`src/rtl/cam_dvp_gen.sv`:
```
// cam_dvp_gen: synthetic DVP camera source (vsyn/href/RGB565 byte stream) with selectable test patterns.
// Optional macro CAM_GEN_CHECKSUM_EN adds frame_sum, the mod-2^16 pixel sum of the last complete frame.
`default_nettype none

module cam_dvp_gen #(
   parameter int H_ACTIVE = 1024,
   parameter int H_BLANK  = 256,
   parameter int V_SYNC   = 3,
   parameter int V_BACK   = 17,
   parameter int V_ACTIVE = 750,
   parameter int V_FRONT  = 10
) (
   input  logic        cmos_pclk,
   input  logic        rst_133,
   input  logic        enable,
   input  logic [1:0]  pattern_sel,
   output logic        cmos_vsyn,
   output logic        cmos_href,
   output logic [7:0]  cmos_data,
   output logic [15:0] frame_cnt,
`ifdef CAM_GEN_CHECKSUM_EN
   output logic [15:0] frame_sum,
`endif
   output logic        busy
);

   localparam int c_LINE_LEN = 2*H_ACTIVE + H_BLANK;
   localparam int c_CW       = $clog2(c_LINE_LEN);
   localparam int c_XW       = $clog2(H_ACTIVE);
   localparam logic [c_CW-1:0] c_COL_LAST = c_CW'(c_LINE_LEN - 1);
   localparam logic [c_CW-1:0] c_HREF_END = c_CW'(2*H_ACTIVE);

   typedef enum logic [2:0] {
      S_IDLE   = 3'd0,
      S_VSYNC  = 3'd1,
      S_VBACK  = 3'd2,
      S_ACTIVE = 3'd3,
      S_VFRONT = 3'd4
   } state_t;

   state_t            r_state;
   state_t            w_state_nxt;
   logic [c_CW-1:0]   r_col;
   logic [c_CW-1:0]   w_col_nxt;
   logic [15:0]       r_line;
   logic [15:0]       w_line_nxt;
   logic [1:0]        r_pat;
   logic              w_latch;
   logic              w_frame_end;
   logic              w_line_end;
   logic [15:0]       w_state_last;

   logic              r_vsyn;
   logic              r_href;
   logic [7:0]        r_data;
   logic [15:0]       r_frame_cnt;
   logic              r_busy;

   logic              w_href_nxt;
   logic [15:0]       w_x16;
   logic [2:0]        w_bar;
   logic [15:0]       w_pix;
   logic [15:0]       w_bar_pix;

   assign w_line_end = (r_col == c_COL_LAST);

   always_comb begin
      w_state_last = '0;
      case (r_state)
         S_VSYNC:  w_state_last = 16'(V_SYNC - 1);
         S_VBACK:  w_state_last = 16'(V_BACK - 1);
         S_ACTIVE: w_state_last = 16'(V_ACTIVE - 1);
         S_VFRONT: w_state_last = 16'(V_FRONT - 1);
         default:  w_state_last = '0;
      endcase
   end

   always_ff @(posedge cmos_pclk or negedge rst_133) begin
      if (!rst_133) begin
         r_state <= S_IDLE;
         r_col   <= '0;
         r_line  <= '0;
         r_pat   <= '0;
      end else begin
         r_state <= w_state_nxt;
         r_col   <= w_col_nxt;
         r_line  <= w_line_nxt;
         if (w_latch) begin
            r_pat <= pattern_sel;
         end
      end
   end

   // Counters only run outside IDLE; leaving IDLE always starts from col/line zero.
   always_comb begin
      w_state_nxt = r_state;
      w_col_nxt   = '0;
      w_line_nxt  = '0;
      w_latch     = 1'b0;
      w_frame_end = 1'b0;
      if (r_state == S_IDLE) begin
         if (enable) begin
            w_state_nxt = S_VSYNC;
            w_latch     = 1'b1;
         end
      end else begin
         w_col_nxt  = w_line_end ? '0 : r_col + c_CW'(1);
         w_line_nxt = r_line;
         if (w_line_end) begin
            if (r_line == w_state_last) begin
               w_line_nxt = '0;
               case (r_state)
                  S_VSYNC:  w_state_nxt = S_VBACK;
                  S_VBACK:  w_state_nxt = S_ACTIVE;
                  S_ACTIVE: w_state_nxt = S_VFRONT;
                  default: begin
                     w_frame_end = 1'b1;
                     if (enable) begin
                        w_state_nxt = S_VSYNC;
                        w_latch     = 1'b1;
                     end else begin
                        w_state_nxt = S_IDLE;
                     end
                  end
               endcase
            end else begin
               w_line_nxt = r_line + 16'd1;
            end
         end
      end
   end

   // Pixel generation from the current position; the output registers add the single cycle of latency.
   assign w_href_nxt = (r_state == S_ACTIVE) && (r_col < c_HREF_END);
   assign w_x16      = 16'(r_col[c_XW:1]);
   assign w_bar      = w_x16[c_XW-1 -: 3];

   always_comb begin
      w_bar_pix = 16'h0000;
      case (w_bar)
         3'd0:    w_bar_pix = 16'hFFFF;
         3'd1:    w_bar_pix = 16'hFFE0;
         3'd2:    w_bar_pix = 16'h07FF;
         3'd3:    w_bar_pix = 16'h07E0;
         3'd4:    w_bar_pix = 16'hF81F;
         3'd5:    w_bar_pix = 16'hF800;
         3'd6:    w_bar_pix = 16'h001F;
         default: w_bar_pix = 16'h0000;
      endcase
   end

   always_comb begin
      w_pix = 16'h0000;
      case (r_pat)
         2'd0:    w_pix = w_bar_pix;
         2'd1:    w_pix = w_x16;
         2'd2:    w_pix = (w_x16[3] ^ r_line[3]) ? 16'hFFFF : 16'h0000;
         default: w_pix = {r_frame_cnt[7:0], r_frame_cnt[7:0]};
      endcase
   end

   always_ff @(posedge cmos_pclk or negedge rst_133) begin
      if (!rst_133) begin
         r_vsyn      <= 1'b0;
         r_href      <= 1'b0;
         r_data      <= 8'h00;
         r_frame_cnt <= 16'h0000;
         r_busy      <= 1'b0;
      end else begin
         r_vsyn <= (r_state == S_VSYNC);
         r_href <= w_href_nxt;
         r_data <= w_href_nxt ? (r_col[0] ? w_pix[7:0] : w_pix[15:8]) : 8'h00;
         r_busy <= (w_state_nxt != S_IDLE);
         if (w_frame_end) begin
            r_frame_cnt <= r_frame_cnt + 16'd1;
         end
      end
   end

`ifdef CAM_GEN_CHECKSUM_EN
   logic [15:0] r_acc;
   logic [15:0] r_sum;

   // Each pixel is counted once, on its low-byte cycle.
   always_ff @(posedge cmos_pclk or negedge rst_133) begin
      if (!rst_133) begin
         r_acc <= 16'h0000;
         r_sum <= 16'h0000;
      end else if (w_frame_end) begin
         r_sum <= r_acc;
         r_acc <= 16'h0000;
      end else if (w_href_nxt && r_col[0]) begin
         r_acc <= r_acc + w_pix;
      end
   end

   assign frame_sum = r_sum;
`endif

   assign cmos_vsyn = r_vsyn;
   assign cmos_href = r_href;
   assign cmos_data = r_data;
   assign frame_cnt = r_frame_cnt;
   assign busy      = r_busy;

endmodule

`default_nettype wire

```
`config.mk`:
```
export PLATFORM = sky130hd
export DESIGN_NAME = cam_dvp_gen
export DESIGN_NICKNAME = d
export VERILOG_FILES = /design/src/rtl/cam_dvp_gen.sv
export SDC_FILE = /design/constraint.sdc
export NUM_CORES = 1
export LEC_CHECK = 0
export ABC_AREA = 1
export CORE_ASPECT_RATIO = 1.1
export CORE_MARGIN = 3
export CORE_UTILIZATION = 52
export DETAILED_ROUTE_END_ITERATION = 8
export PLACE_DENSITY = 0.74
export RECOVER_POWER = 50
export SKIP_LAST_GASP = 1
export SYNTH_ARGS = -nofsm -noshare
export SYNTH_HDL_FRONTEND = slang
export SYNTH_SLANG_ARGS = --single-unit
```
`constraint.sdc`:
```
create_clock -name cmos_pclk -period 3.82 [get_ports cmos_pclk]
set_clock_uncertainty 0.2 [all_clocks]
set_input_delay 0.382 -clock cmos_pclk [delete_from_list [all_inputs] [get_ports cmos_pclk]]
set_output_delay 0.382 -clock cmos_pclk [all_outputs]
set_load 0.02 [all_outputs]
```
==> impl_metrics.ini, run 1 <==
[setup_path]
crit_type = in2async
r2r_start = r_col[0]
end_kind = asynchronous set/reset pin
crit_chain = dlygate4sd3_1 > clkbuf_1 > clkbuf_2
ff2ff_path_depth = 10
cp.required_ns = 4.04
path_max_fanout = 36
critPathArrivalTime_ns = 3.01
startpoint_type = input pin
slowest_delay_ns = 1.36
timing.rr.end = r_line[14]
r2r_slack_ns = 1.41
slowest_stage = clkbuf_1

[status]
violations = capacitance limit, slew limit
status = complete, but fails checks

[clock_network]
cts_sinks = 60
cts-resized-gates = 0
htreeDepth = 3
cts_root_buffer = clkbuf_8
post_cts_buffers = 0
clkTransAtPathRegs_ns = 0.07
cts_buffer_depth = 2
cts_hold_buf = 1
cts_tree = yes
numCtsBuffers = 9
clk-insertion-delay-late_ns = 0.34

[sta]
fin_crit_sh = 0.7310
min_period_ns = 2.792
hold_viol_final = 0
finalSetupTns_ns = 0
setup_violations = 0
tightest_slew_ns = 1.892
slew_violations = 37
rsz0062_at_grt = false
slew_headroom = -0.2612
clock.fmax_ghz = 0.3581
fin_hold_ws_ns = 0.3455

[power]
max-vdd-ir-drop_uv = 294.6
pwr_density_cell_nw_per_um2 = 432.4
p_leak_uw = 0.001792

[routing]
routed_wl_um = 7209
routed_via_density = 5.384
drt_iter0_drc = 226
ant_nets = 0
wire_per_inst_um = 13.30
num_vias = 2918
first_pass_iters = 4
drc = 0

[logic_synthesis]
yosys_register_bits = 60
ys_seq_area_frac = 0.4544
syn_area_per_cell_sq_um = 7.886
syn_nets = 427
syn-cell-area_sq_um = 3304
synth_cells = 419
synth.distinct_cells = 38
yosysWarnings = 0

[die]
num_io_pins = 32
core_area_sq_um = 5951
die_y_um = 89.61
die_area_sq_um = 7348
die_w_um = 82.01
rows = 29
start_util = 0.5553

[placed_design]
dp_hpwl_um = 5431
gp_congestion = 0.8554
dpl.cell_count = 525
port_buffers = 31

[layout]
seq_area_sq_um = 1501
multi_input_area_sq_um = 1572
diodes = 0
layout-drive-gt1-share = 0.07312
area_growth_pct = 17.42
instances_no_fill = 542
final.fill_count = 517
nets = 468

[worst_hold_path]
hold_depth = 2
min_from = frame_cnt[15]
min_path_type = reg2reg
whs_endpoint = frame_cnt[15]

[flow_run]
drv_cap = 1

[global_routing]
grtUsageTotal = 0.2198
grt_pass1_vias = 2747
grt_pass1_wl_um = 12360
grt_max_degree = 37
antenna_found_initial = 0
overflow = 0
per-layer routing:
| layer | vias to the layer above | track usage | share of wire |
|---|---|---|---|
| li1 | 1456 | - | - |
| met1 | 1366 | 0.2755 | 0.44 |
| met2 | 81 | 0.3711 | 0.49 |
| met3 | 15 | 0.03393 | 0.047 |
| met4 | 0 | 0.1057 | 0.021 |
| met5 | - | 0 | 0 |
worst max path at each step:
stage | start | end | slack, ns | depth (start not counted)
final | rst_133 | r_state[1] | 1.03 | 3
after global routing | rst_133 | busy | 0.62 | 3
after CTS | r_col[0] | r_line[14] | 1.40 | 10
after detailed placement | r_col[0] | r_line[14] | 1.42 | 10
after global placement | r_col[0] | r_line[14] | 1.50 | 10
after floorplan | r_col[0] | frame_cnt[9] | 1.84 | 9
final cells by class:
cell class,instances,share of cell area
Clock inverter,4,0.01290
Inverter,55,0.05321
Tap cell,77,0.02483
Clock buffer,12,0.03483
Timing Repair Buffer,33,0.08223
Multi-Input combinational cell,301,0.4050
Sequential cell,60,0.3870
kinds of logic after synthesis:
group / after synthesis / share of synthesized area
adders and majority gates: 3 / 0.01136
xor gates and xnor gates: 22 / 0.05831
and+or+nand+nor: 228 / 0.3200
DFF: 60 / 0.4544
buffers and inverters: 58 / 0.06853
AOI/OAI and AO/OA: 48 / 0.08747
cell usage after synthesis:
cell type,n,area [sq um]
xnor2_1,7,61.31
o31ai_1,1,7.510
a31oi_1,1,6.260
nand3_4,1,17.52
a21oi_1,25,125.1
buf_6,1,11.26
nand2_2,2,12.51
inv_2,3,11.26
o22ai_1,1,6.260
ha_1,3,37.54
nand3b_1,2,15.01
xor2_1,15,131.4
clkinv_1,1,3.750
and2_1,1,6.260
dfrtp_1,60,1501
nor3_1,27,135.1
buf_1,1,3.750
nor3_2,1,10.01
o221ai_1,2,17.52
nor3b_1,1,7.510
nand4_2,2,25.02
nand2_1,82,307.8
o21ai_1,1,5.000
nor4_1,4,25.02
o21ai_2,6,52.55
nor2_8,2,40.04
a31o_2,1,8.760
inv_1,51,191.4
nand3_2,2,20.02
nor2_1,65,244.0
nand4_1,7,43.79
o21a_1,2,15.01
nor2_2,2,12.51
o21ai_0,6,30.03
o211ai_1,1,7.510
nand3_1,27,135.1
a211oi_1,1,7.510
buf_2,1,5.000
critical path, delay by kind of cell:
kind | cells | cell delay [ns]
buffers and inverters | 3 | 2.61
power breakdown:
group / leakage (uW) / switching (uW) / internal, uW
logic: 0.000879 / 302 / 115
clock network: 0.0000866 / 245 / 301
registers: 0.000826 / 42.1 / 673
stage by stage:
step / utilization / worst slack (ns) / cell area [sq um] / total power, uW
global placement: 0.6207 / 1.498 / 3694 / 1140
floorplan: - / 1.843 / 3304 / 1022
global route: 0.6520 / 0.6219 / 3880 / 1792
detailed placement: 0.6207 / 1.420 / 3694 / 1143
finish: 0.6520 / 1.028 / 3880 / 1678
CTS: 0.6535 / 1.400 / 3889 / 1692
registers in the layout (all words and copies together) (netlist names):
signal,flops
frame_cnt,16
busy,1
r_line,16
cmos_vsyn,1
r_state,3
r_pat,2
cmos_href,1
cmos_data,8
r_col,12
cells in the final DEF, fill, tap and decap left out, types with 6 or more instances in the layout:
| master | n |
|---|---|
| a21oi_1 | 25 |
| clkbuf_8 | 9 |
| clkdlybuf4s50_1 | 22 |
| dfrtp_1 | 60 |
| dlygate4sd3_1 | 9 |
| inv_1 | 52 |
| nand2_1 | 82 |
| nand3_1 | 28 |
| nand4_1 | 7 |
| nor2_1 | 65 |
| nor3_1 | 27 |
| o21ai_0 | 6 |
| o21ai_2 | 6 |
| xnor2_1 | 7 |
| xor2_1 | 15 |
Note: power is estimated with default switching activity, not from simulation.
==> run 2, diff against run 1 <==
--- a/config.mk
+++ b/config.mk
@@ -10,7 +10,7 @@
 export CORE_MARGIN = 3
 export CORE_UTILIZATION = 52
 export DETAILED_ROUTE_END_ITERATION = 8
-export PLACE_DENSITY = 0.74
+export PLACE_DENSITY = 0.77
 export RECOVER_POWER = 50
 export SKIP_LAST_GASP = 1
 export SYNTH_ARGS = -nofsm -noshare
==> constraint.sdc (replaced) <==
create_clock -name cmos_pclk -period 2.4 [get_ports cmos_pclk]
set_clock_uncertainty 0.2 [all_clocks]
set_input_delay 0.24 -clock cmos_pclk [delete_from_list [all_inputs] [get_ports cmos_pclk]]
set_output_delay 0.24 -clock cmos_pclk [all_outputs]
set_load 0.02 [all_outputs]
==> run 2 against run 1 <==
Effect of this change:
- the run now ends clean
- global-route usage is 1.2 points higher
- via count is 3.0% higher
- hold slack worse by 0.068 ns
- combinational power is 74% higher
- flip-flop and latch count stayed put
- worst setup slack worse by 0.86 ns
- cell area is 1.1% higher
- routed wire length is 4.6% higher
- register-to-register slack worse by 1.2 ns
- sequential share of layout area is 0.38 points lower
- clock-buffer cell count is 2 higher
- total power is 62% higher
- critical endpoint is now frame_cnt[9]
- largest power group unchanged
- highest routed layer unchanged
==> impl_metrics.ini, run 2 (same netlist as run 1, synthesis figures left out) <==
[global_routing]
antenna_found_initial = 0
grtUsageTotal = 0.2319
grt_pass1_vias = 2890
grt_pass1_wl_um = 13050
grt_max_degree = 61
overflow = 0

[die]
num_io_pins = 32
die_area_sq_um = 7348
start_util = 0.5553
core_area_sq_um = 5951
die_y_um = 89.61
rows = 29
die_w_um = 82.01

[routing]
dr_wl_met2_um = 3738
num_vias = 3005
ant_nets = 0
route.met3.wl_um = 383
first_pass_iters = 5
routed_wl_um = 7542
top_layer_used = met4
wl_met1_um = 3244
routed_via_density = 5.524
drt_iter0_drc = 173
wire_per_inst_um = 13.86
drc = 0

[layout]
fin_area_sq_um = 3921
diodes = 0
nets = 471
area_growth_pct = 18.67
layout-drive-gt1-share = 0.08779
mostFrequentLayoutCell = nand2_1
layout_common_cells = nand2_1 (82), nor2_1 (65), dfrtp_1 (59)
final.fill_count = 504

[sta]
hold_viol_final = 0
slew_violations = 0
fin_crit_sh = 0.9311
clock.fmax_ghz = 0.4475
rsz0062_at_grt = false
slew_headroom = 0.5056
tightest_slew_ns = 0.7416
finalSetupTns_ns = 0
min_period_ns = 2.235
setup_violations = 0
fin_hold_ws_ns = 0.2774

[setup_path]
cpMostUsedCell = nand2_1
slowest_delay_ns = 0.46
end_kind = flip-flop
critPathArrivalTime_ns = 2.26
startpoint_type = flip-flop
crit_chain = inv_2 > nand3_1 > nand2_1 > nand2_1 > nand2_1 > inv_2 > nor2_1 > nand3_4 > nor2_8 > nand2_1 > xor2_1
path_max_fanout = 9
cp.required_ns = 2.42
slowest_stage = dfrtp_1
crit_family = simple AND/OR/NAND/NOR gates
cp_num_buf_inv = 2
crit_type = reg2reg

[clock_network]
cts_buffer_depth = 2
htreeDepth = 3
cts_sinks = 60
cts_root_buffer = clkbuf_8
clk-insertion-delay-late_ns = 0.34
cts_tree = yes
clkTransAtPathRegs_ns = 0.07
numCtsBuffers = 9

[status]
status = finished, final reports clean

[placed_design]
gp_congestion = 0.9642
port_buffers = 31
dp_hpwl_um = 5448
dpl-instance-area_sq_um = 3716

[power]
max-vdd-ir-drop_uv = 509.8
pwr_density_cell_nw_per_um2 = 692.8
p_leak_uw = 0.001823

[flow_run]
drv_cap = 0

[worst_hold_path]
min_path_type = in2reg
==> run 2: cell types whose count changed in the layout (fill, tap and decap cells not counted), sizes merged <==
| cell | change |
|---|---|
| clkinvlp | -2 |
| dlygate4sd3 | +1 |
| bufinv | -1 |
| buf | +5 |
| clkdlybuf4s50 | -1 |
==> run 2: routing by layer <==
layer  vias to the layer above  global-route usage
li1                       1452                   -
met1                      1426              0.2897
met2                       106              0.3821
met3                        21             0.05190
met4                         0              0.1088
met5                         -                   0
==> run 2: tightest hold or removal path, stage by stage <==
cell and delay, ns:
clkdlybuf4s50_1 0.41, nand3_1 0.08, nand2_1 0.05
==> run 2: repair_timing <==
action | in CTS | in global routing
setup endpoints to repair | 0 | 11
endpoints found under the hold margin | 60 | 0
buffers inserted | 0 | 0
resized for setup | 0 | 3
hold buffers | 1 | 0
==> run 2: path summary, 6_finish.rpt <==
kind                                 from      endpoint  slack, ns  depth (start not counted)
max                            r_state[2]  frame_cnt[9]       0.17                         11
min                        pattern_sel[1]      r_pat[1]       0.28                          3
max reg2reg                    r_state[2]  frame_cnt[9]       0.17                         11
min reg2reg                      r_col[0]      r_col[0]       0.32                          1
max in group asynchronous         rst_133      r_col[0]       1.09                          3
min in group asynchronous         rst_133  frame_cnt[0]       0.39                          3
==> run 2: metrics by stage <==
stage | total power [uW] | setup WS (ns) | std cells | utilization
after floorplan | 1627 | 0.4233 | 419 | -
after global placement | 1843 | 0.2323 | 528 | 0.6245
after detailed placement | 1856 | 0.1391 | 528 | 0.6245
after CTS | 2719 | 0.1403 | 544 | 0.6577
after global routing | 2896 | 0.02412 | 544 | 0.6590
final | 2717 | 0.1654 | 544 | 0.6590
==> run 2: area by class of cell <==
class                   count  area (sq um)  share of cell area
well taps                  77         96.34             0.02457
multi-input cells         301          1579              0.4027
clock inverters             1         5.005            0.001276
repair buffers             36         349.1             0.08902
clock buffers              14         182.7             0.04659
flip-flops and latches     60          1503              0.3832
inverters                  55         206.4             0.05265
==> run 2: report_power, final <==
| part | switching (uW) | internal, uW | leakage (uW) |
|---|---|---|---|
| Clock | 370 | 481 | 0.0000986 |
| Combinational | 507 | 218 | 0.000899 |
| Sequential | 67.6 | 1070 | 0.000825 |
| Total | 945 | 1770 | 0.00182 |
==> run 3, diff against run 2 <==
--- a/config.mk
+++ b/config.mk
@@ -10,7 +10,7 @@
 export CORE_MARGIN = 3
 export CORE_UTILIZATION = 52
 export DETAILED_ROUTE_END_ITERATION = 8
-export PLACE_DENSITY = 0.77
+export PLACE_DENSITY = 0.74
 export RECOVER_POWER = 50
 export SKIP_LAST_GASP = 1
 export SYNTH_ARGS = -nofsm -noshare
==> constraint.sdc (replaced) <==
create_clock -name cmos_pclk -period 2.7 [get_ports cmos_pclk]
set_clock_uncertainty 0.2 [all_clocks]
set_input_delay 0.27 -clock cmos_pclk [delete_from_list [all_inputs] [get_ports cmos_pclk]]
set_output_delay 0.27 -clock cmos_pclk [all_outputs]
set_load 0.02 [all_outputs]
==> run 3 against run 2 <==
Effect of this change:
- utilization is 0.82 points lower
- clock-buffer cell count is 1 lower
- sequential share of layout area is 0.45 points higher
- worst setup slack better by 0.17 ns
- clock power is 17% lower
- sequential power is 11% lower
- highest routed layer unchanged
- flip-flop and latch count stayed put
==> impl_metrics.ini, run 3 (same netlist as run 1, synthesis figures left out) <==
[status]
status = finished, final reports clean

[global_routing]
grtUsageTotal = 0.2230
antenna_found_initial = 0
grt_pass1_vias = 2762
grt_max_degree = 61
overflow = 0
grt_pass1_wl_um = 12430

[die]
rows = 29
start_util = 0.5553
core_area_sq_um = 5951
num_io_pins = 32
die_y_um = 89.61
die_area_sq_um = 7348
die_w_um = 82.01

[worst_hold_path]
whs_endpoint = frame_cnt[15]
min_path_type = reg2reg
min_from = frame_cnt[15]
hold_depth = 2

[setup_path]
cp.required_ns = 2.72
path_max_fanout = 15
r2r_start = r_state[2]
startpoint_type = flip-flop
crit_type = reg2reg
critPathArrivalTime_ns = 2.38
end_kind = flip-flop
timing.rr.end = frame_cnt[15]
r2r_slack_ns = 0.34
ff2ff_path_depth = 10

[layout]
area_growth_pct = 17.19
diodes = 0
fin_util = 0.6508
layout-drive-gt1-share = 0.07742
final.fill_count = 531
mostFrequentLayoutCell = nand2_1
nets = 469
layout_common_cells = nand2_1 (82), nor2_1 (65), dfrtp_1 (60)

[sta]
slew_violations = 0
clock.fmax_ghz = 0.4231
hold_viol_final = 0
slew_headroom = 0.03661
tightest_slew_ns = 1.445
fin_hold_ws_ns = 0.3293
setup_slack_ns = 0.3367
rsz0062_at_grt = false
min_period_ns = 2.363
finalSetupTns_ns = 0
setup_violations = 0
fin_crit_sh = 0.8753

[power]
max-vdd-ir-drop_uv = 395.3
p_leak_uw = 0.001799
pwr_density_cell_nw_per_um2 = 601.9

[clock_network]
cts_tree = yes
cts_root_buffer = clkbuf_8
cts_hold_buf = 1
cts_sinks = 60
cts-resized-gates = 0
post_cts_buffers = 0
clk-insertion-delay-late_ns = 0.34
cts_buffer_depth = 2
clkTransAtPathRegs_ns = 0.06
numCtsBuffers = 9
htreeDepth = 3

[placed_design]
gp_congestion = 0.8767
dp_hpwl_um = 5398
post-place-ws_ns = 0.4397
port_buffers = 31

[routing]
num_vias = 2904
drt_iter0_drc = 159
wire_per_inst_um = 13.42
first_pass_iters = 4
routed_via_density = 5.358
routed_wl_um = 7272
ant_nets = 0
drc = 0

[flow_run]
drv_cap = 0
==> run 3: critical path, stage by stage (launching register included) <==
cell and delay [ns]:
dfrtp_1 0.44, inv_1 0.26, nand3_1 0.23, nand2_1 0.14, nand2_1 0.06, nor2_1 0.09, nand2_1 0.10, nor3_2 0.19
nand3_2 0.31, nand2_1 0.17, o21ai_2 0.06
==> run 3: stage by stage <==
| step | power, uW | area, sq um | std cells |
|---|---|---|---|
| 2_1_floorplan | 1446 | 3304 | 419 |
| 3_3_place_gp | 1624 | 3701 | 526 |
| 3_5_place_dp | 1637 | 3701 | 526 |
| 4_1_cts | 2346 | 3880 | 542 |
| 5_1_grt | 2483 | 3872 | 542 |
| 6_report | 2331 | 3872 | 542 |
==> run 3: cell type report <==
cell class	count	area [sq um]	area share
clock buffers	13	158.9	0.04103
clock inverters	2	10.01	0.002585
inverters	55	206.4	0.05331
multi-input cells	301	1572	0.4058
flip-flops and latches	60	1501	0.3877
well taps	77	96.34	0.02488
repair buffers	34	327.8	0.08465
==> run 3: routing by layer <==
layer  vias up  track usage  share of wire
met5         -            0              0
met4         0      0.08761          0.022
met3        14      0.07784          0.053
met2        86       0.3681           0.49
met1      1352       0.2674           0.44
li1       1452            -              -
==> run 3: how the worst max path moves through the flow <==
stage	from	endpoint	slack, ns	cells after the start
3_5_place_dp	r_col[0]	r_line[11]	0.44	8
2_1_floorplan	r_col[0]	frame_cnt[9]	0.72	9
4_1_cts	r_col[0]	r_line[6]	0.44	8
6_report	r_state[2]	frame_cnt[15]	0.34	10
5_1_grt	r_state[2]	frame_cnt[15]	0.13	10
3_3_place_gp	r_col[0]	r_line[11]	0.52	8
==> run 3: power by group <==
group | internal [uW] | total [uW] | switching, uW
logic | 170 | 605 | 434
clock network | 375 | 709 | 334
registers | 952 | 1020 | 64.4
